`config.mk`:
```
export PLATFORM = sky130hd
export DESIGN_NAME = gray_seq_ctrl
export DESIGN_NICKNAME = d
export VERILOG_FILES = /design/src/rtl/gray_seq_ctrl.sv
export SDC_FILE = /design/constraint.sdc
export NUM_CORES = 1
export LEC_CHECK = 0
export BUFFER_PORTS_ARGS = -buffer_cell sky130_fd_sc_hd__buf_2
export CAP_MARGIN = 20
export CORE_ASPECT_RATIO = 1.5
export CORE_UTILIZATION = 49
export DETAILED_ROUTE_END_ITERATION = 10
export PLACE_DENSITY = 0.85
export SETUP_SLACK_MARGIN = 0.02
export SLEW_MARGIN = 25
export SYNTH_ARGS = -nofsm -noshare
export SYNTH_HDL_FRONTEND = slang
export SYNTH_SLANG_ARGS = --single-unit
```
`constraint.sdc`:
```
create_clock -name clk -period 2.1 [get_ports clk]
set_input_delay 0 -clock clk [delete_from_list [all_inputs] [get_ports clk]]
set_output_delay 0 -clock clk [all_outputs]
set_load 0.01 [all_outputs]
```
`src/rtl/gray_seq_ctrl.sv`:
```
// rtl/gray_seq_ctrl.sv - round-robin sequencer driving an external Gray counter for a granted step count
module gray_seq_ctrl #(
    parameter int N     = 8,
    parameter int LEN_W = 8
) (
    input  logic             clk,
    input  logic             rst,
    input  logic [1:0]       req,
    input  logic [LEN_W-1:0] len0,
    input  logic [LEN_W-1:0] len1,
    input  logic             pause,
    input  logic [N-1:0]     gray_in,
    output logic [1:0]       gnt,
    output logic             cnt_rst,
    output logic             cnt_en,
    output logic             busy,
    output logic             done,
    output logic             done_id,
    output logic [N-1:0]     snap_out
);

    typedef enum logic [1:0] {
        S_IDLE  = 2'd0,
        S_CLEAR = 2'd1,
        S_RUN   = 2'd2,
        S_DONE  = 2'd3
    } state_t;

    state_t           state_q, state_d;
    logic             idx_q, idx_d;
    logic             last_q, last_d;
    logic [LEN_W-1:0] rem_q, rem_d;
    logic [N-1:0]     snap_q, snap_d;
    logic             pick;
    logic [1:0]       gnt_vec;

    // last_q holds the requester served most recently; reset value 1 lets requester 0 win first
    always_comb begin
        pick = 1'b0;
        unique case (req)
            2'b01:   pick = 1'b0;
            2'b10:   pick = 1'b1;
            2'b11:   pick = ~last_q;
            default: pick = 1'b0;
        endcase
    end

    assign gnt_vec = idx_q ? 2'b10 : 2'b01;

    always_comb begin
        state_d = state_q;
        idx_d   = idx_q;
        last_d  = last_q;
        rem_d   = rem_q;
        snap_d  = snap_q;
        gnt     = 2'b00;
        cnt_rst = 1'b0;
        cnt_en  = 1'b0;
        busy    = 1'b1;
        done    = 1'b0;
        unique case (state_q)
            S_IDLE: begin
                busy = 1'b0;
                if (req != 2'b00) begin
                    idx_d   = pick;
                    rem_d   = pick ? len1 : len0;
                    state_d = S_CLEAR;
                end
            end
            S_CLEAR: begin
                gnt     = gnt_vec;
                cnt_rst = 1'b1;
                state_d = (rem_q != '0) ? S_RUN : S_DONE;
            end
            S_RUN: begin
                gnt    = gnt_vec;
                cnt_en = ~pause;
                if (!pause) begin
                    rem_d = rem_q - 1'b1;
                    if (rem_q == LEN_W'(1)) begin
                        state_d = S_DONE;
                    end
                end
            end
            S_DONE: begin
                done    = 1'b1;
                snap_d  = gray_in;
                last_d  = idx_q;
                state_d = S_IDLE;
            end
            default: state_d = S_IDLE;
        endcase
    end

    always_ff @(posedge clk) begin
        if (rst) begin
            state_q <= S_IDLE;
            idx_q   <= 1'b0;
            last_q  <= 1'b1;
            rem_q   <= '0;
            snap_q  <= '0;
        end else begin
            state_q <= state_d;
            idx_q   <= idx_d;
            last_q  <= last_d;
            rem_q   <= rem_d;
            snap_q  <= snap_d;
        end
    end

    assign done_id  = done & idx_q;
    assign snap_out = snap_q;

endmodule

```
# Word level (Yosys, flattened, before mapping)
# Index checks and enable logic that the tools add are counted.
word_totals:
  in_bits: 29
  out_inout_bits: 15
  word_cells: 42
  ff_bits: 20
classes:
  n_addsub: 1
  mux: 16
  n_reduce_logical: 8
  eq_ne: 9
  bitwise_logic: 3
ops:
  columns: ["op", "n"]
  rows:
  - ["2-to-1 mux 8 bit", 3]
  - ["one-hot mux 8 bit (2 select lines)", 1]
  - ["2-to-1 mux 2 bit", 5]
  - ["== test 2 bit (second input constant)", 4]
  - ["== test 8 x 1 -> 1 bit (second input constant)", 1]
  - ["one-hot mux 2 bit (4 select lines)", 1]
  - ["nonzero test 8 bit", 1]
  - ["subtractor 8 x 1 -> 8 bit (second input constant)", 1]
  - ["!= test 2 bit (second input constant)", 3]
  - ["AND reduction 3 bit", 2]
  - ["2-to-1 mux 1 bit", 5]
  - ["nonzero test 2 bit", 2]
  - ["== test 2 x 1 -> 1 bit (second input constant)", 1]
  - ["logical NOT 2 bit", 1]
  - ["NOT 1 bit", 2]
  - ["one-hot mux 1 bit (2 select lines)", 1]
  - ["AND reduction 2 bit", 1]
  - ["OR reduction 2 bit", 1]
  - ["bitwise AND 1 bit", 1]

# Logic depth before layout (Yosys ltp)
logic_depth:
  word_depth: 5
  ltp_mapped: 8
  depth_no_buf: 6

# Least setup slack after synthesis
# Ideal clock, no wire load.
synth_path:
  path_kind: "register -> register"
  from: "register state_q[0]"
  to: "register rem_q[0]"
  required_ns: 2.024
  setup_ns: 0.076
  path_slack_ns: 0.273
  synth_period_minus_slack_ns: 1.827
  arrival_ns: 1.751
  stages_incl_launch_ff: 8
  n_path_buf: 1
  cell_sequence: "dfxtp_1 > inv_1 > ha_1 > nor3b_4 > a211o_1 > buf_6 > or3_4 > o22ai_1"
synth_between:
  elab_chain_len: 3
  word_cells_on_any_way: 7
  classes_between: "eq/ne (3); mux (1); reduce/logical (3)"
synth_lines:
  columns: ["item", "line_no", "rtl"]
  rows:
  - ["start, declared", "29", "state_t state_q, state_d;"]
  - ["start signal, assigned", "103", "state_q <= state_d;"]
  - ["== test 2 bit or logical NOT 2 bit (tied branches)", "61", "unique case (state_q)"]
  - ["!= test 2 bit (no source line) or nonzero test 2 bit (tied branches)", null, null]
  - ["AND reduction 3 bit (no source line)", null, null]
  - ["end signal, assigned", "106", "rem_q <= rem_d;"]
  - ["end, declared", "32", "logic [LEN_W-1:0] rem_q, rem_d;"]
# Several ways; a longest one is shown, not always the timed one.
# A chain may end at the register's enable or synchronous reset.

# Worst setup path after layout
layout_path:
  from: "register state_q[1]"
  to: "register rem_q[0]"
# The elaborated chain is that of the path after synthesis.

==> impl_metrics.ini <==
[global_routing]
grt_pass1_wl_um = 5110
grt.total_usage_pct = 23.6
overflow = 0
antenna_found_initial = 0
grt_pass1_vias = 1254
grt_max_degree = 25

[power_and_ir_drop]
ir_drop_mv = 0.583
clkPwrFrac_pct = 12.7
power.switching_mw = 0.759
p_int_mw = 1.05
switching_share_pct = 42.0
power_frac_seq_pct = 34.6
p_per_area_mw_per_mm2 = 1130
leakage_nw = 0.717
p_comb_share_pct = 52.7

[drt]
first_iter_violations = 17
wl_per_cell_um = 14.3
via_per_inst = 5.63
drtAntennaViolNets = 0
wirelength_um = 3080
drtPass1Iterations = 4
num_vias = 1210
drcViolationCount = 0

[setup_path]
crit_path_max_incr_delay_ns = 0.42
r2r_slack_ns = 0.15
crit_buf_inv = 1
crit_type = flop to flop
crit_arrival_ns = 2.18
reg2reg_from = state_q[1]$_SDFFE_PP0P_
crit_required_ns = 2.34
cp_slowest_cell = dfxtp_1
crit_path_cell_trace = inv_1, ha_1, nor3b_4, a211o_1, or3_4, o22ai_1
r2r_cells = 6
crit_path_start_kind = flop
worst_setup_path_end_kind = flop
cp_top_family = simple AND/OR/NAND/NOR gates
crit_cells = 6
rr_endpoint = rem_q[0]$_SDFFE_PP0P_
critPathMaxFanout = 9

[min_path]
min-delay-start = len0[7]
whs_endpoint = rem_q[7]$_SDFFE_PP0P_
hold_class = input pin to flop
holdPathStages = 3

[sta]
hold_viol = 0
slew_headroom_pct = 64.3
finClkSkew_ns = 0.00411
rsz0062_at_grt = no
slew_viol_final = 0
finalSetupTns_ns = 0
tightest_slew_ns = 0.535
fin_crit_sh_pct = 92.7
max_freq_ghz = 0.514
setup_viol = 0
min_period_ns = 1.95

[synth]
synth.net_count = 175
synth_area_mm2 = 0.00124
synth_warnings = 0
synthesis.instances = 138
yosysSeqAreaShare_pct = 32.3
synth.distinct_cells = 42
syn_avg_cell_area_um2 = 8.98
synth-seq-cells = 20

[placement]
place_area_mm2 = 0.00147
place.gp.congestion = 0.788
placement.io_buffers = 43
hpwl_um = 2230

[final_layout]
nets = 229
syn2layout_area_growth_pct = 29.7
layout_common_cells = buf_2, dfxtp_1, mux2i_1
fillers = 203
layout_commonest_cell = buf_2
drive_above_1_share_pct = 30.4
final_core_util_pct = 66.3
diodes = 0
final_design_area_no_fill_mm2 = 0.00161

[floorplan]
rows = 22
io_pins = 44
floorplan.initialDensity_pct = 51.1
fp.dieH_um = 63.6
fp.dieW_um = 43.1
core_area_mm2 = 0.00242
dieArea_mm2 = 0.00274

[outcome]
run_status = finished clean

[cts]
cts.path.max_buffers = 2
cts_tree = done
clockRootBuffer = clkbuf_4
htree_levels = 1
cts_buffers = 3
clk_pin_slew_ns = 0.12
clk_latency_ns = 0.31
cts.sinks = 20

[run]
cap_violations = 0
[sequential cells by signal, indices dropped and copies added, names as in the netlist]
name	cells
last_q	1
snap_out	8
rem_q	8
state_q	2
idx_q	1
[how the worst max path moves through the flow]
| stage | startpoint | end | slack [ns] |
|---|---|---|---|
| finish | state_q[1]$_SDFFE_PP0P_ | rem_q[0]$_SDFFE_PP0P_ | 0.15 |
| floorplan | state_q[0]$_SDFFE_PP0P_ | rem_q[0]$_SDFFE_PP0P_ | 0.27 |
| detailed placement | state_q[1]$_SDFFE_PP0P_ | rem_q[0]$_SDFFE_PP0P_ | 0.18 |
| global placement | state_q[0]$_SDFFE_PP0P_ | rem_q[4]$_SDFFE_PP0P_ | 0.28 |
| CTS | state_q[1]$_SDFFE_PP0P_ | rem_q[0]$_SDFFE_PP0P_ | 0.16 |
| global route | state_q[0]$_SDFFE_PP0P_ | rem_q[6]$_SDFFE_PP0P_ | 0.05 |
[worst reg2reg max path, cell delays in order (launching register included)]
cell	delay [ns]
dfxtp_1	0.42
inv_1	0.11
ha_1	0.24
nor3b_4	0.20
a211o_1	0.34
or3_4	0.38
o22ai_1	0.18
[cells by family after synthesis]
logic type | share of synthesized area [%]
flops | 32.3
xor+xnor | 0.707
mux | 13.1
compound gates | 17.9
buf+inv | 5.35
simple gates | 22.5
fa+ha+maj | 8.08
[synth_stat cells]
cell type	number	share of area (%)
o2bb2ai_1	1	0.71
nand2_1	8	2.4
o31ai_1	2	1.2
a21oi_1	7	2.8
dfxtp_1	20	32
nand2b_1	5	2.5
o21ai_0	2	0.81
a211o_1	3	2.1
a211oi_2	1	1.0
ha_1	8	8.1
nor2b_1	3	1.5
o211ai_1	2	1.2
nand4_1	1	0.51
a311oi_1	1	0.71
nor3_1	3	1.2
mux2i_1	14	11
a211oi_1	3	1.8
clkbuf_1	4	1.2
nand3_1	1	0.40
a21boi_0	1	0.61
inv_1	8	2.4
nor3b_1	2	1.2
nor4_1	2	1.0
mux2_2	2	1.8
a22oi_1	1	0.61
and2_1	2	1.0
nor4b_1	1	0.71
a221o_1	1	0.81
buf_2	2	0.81
or4_4	1	0.91
nor3_2	1	0.81
xnor2_1	1	0.71
nor3b_4	1	1.5
nand4b_1	1	0.71
o221ai_1	1	0.71
o211ai_2	1	1.0
buf_6	1	0.91
o22ai_1	2	1.0
o22a_1	1	0.71
nor2_1	13	3.9
or4_1	2	1.2
or3_4	1	0.91
[area by class of cell]
| cell class | instances | area (um^2) | share of cell area (%) |
|---|---|---|---|
| timing repair buffer | 56 | 338 | 21.0 |
| inverter | 8 | 30.0 | 1.87 |
| sequential | 20 | 400 | 24.9 |
| tap | 24 | 30.0 | 1.87 |
| multi-input combinational | 103 | 772 | 48.1 |
| clock buffer | 4 | 36.3 | 2.26 |
[metal layers]
metal  global-route usage (%)  part of all wire [%]  vias up
met2                     45.8                    54       43
li1                         -                     -      604
met5                        0                     0        -
met4                     6.44                   1.1        0
met3                     5.16                   5.5        4
met1                     24.2                    39      559
[stage by stage]
stage | hold slack, ns | power (mW) | worst slack [ns] | std cells
after floorplan | 0.148 | 1.32 | 0.273 | 138
after global placement | 0.233 | 1.52 | 0.279 | 201
after detailed placement | 0.249 | 1.57 | 0.183 | 201
after CTS | 0.00753 | 1.81 | 0.160 | 214
after global routing | 0.0508 | 1.94 | 0.0522 | 215
final | 0.00974 | 1.81 | 0.154 | 215
[what timing repair did]
action                     CTS  global route
setup buffers                0             0
hold endpoints to repair     9             1
hold buffers                 9             1
resized for setup            0             0
setup endpoints to repair    0             0
[power groups by stage]
stage	registers (mW)	clock network, mW	logic, mW
3_3_place_gp	0.614	0	0.902
5_1_grt	0.640	0.240	1.06
4_1_cts	0.620	0.234	0.955
6_report	0.626	0.229	0.953
2_1_floorplan	0.598	0	0.722
3_5_place_dp	0.630	0	0.937
Power figures use the tool's default switching activity.
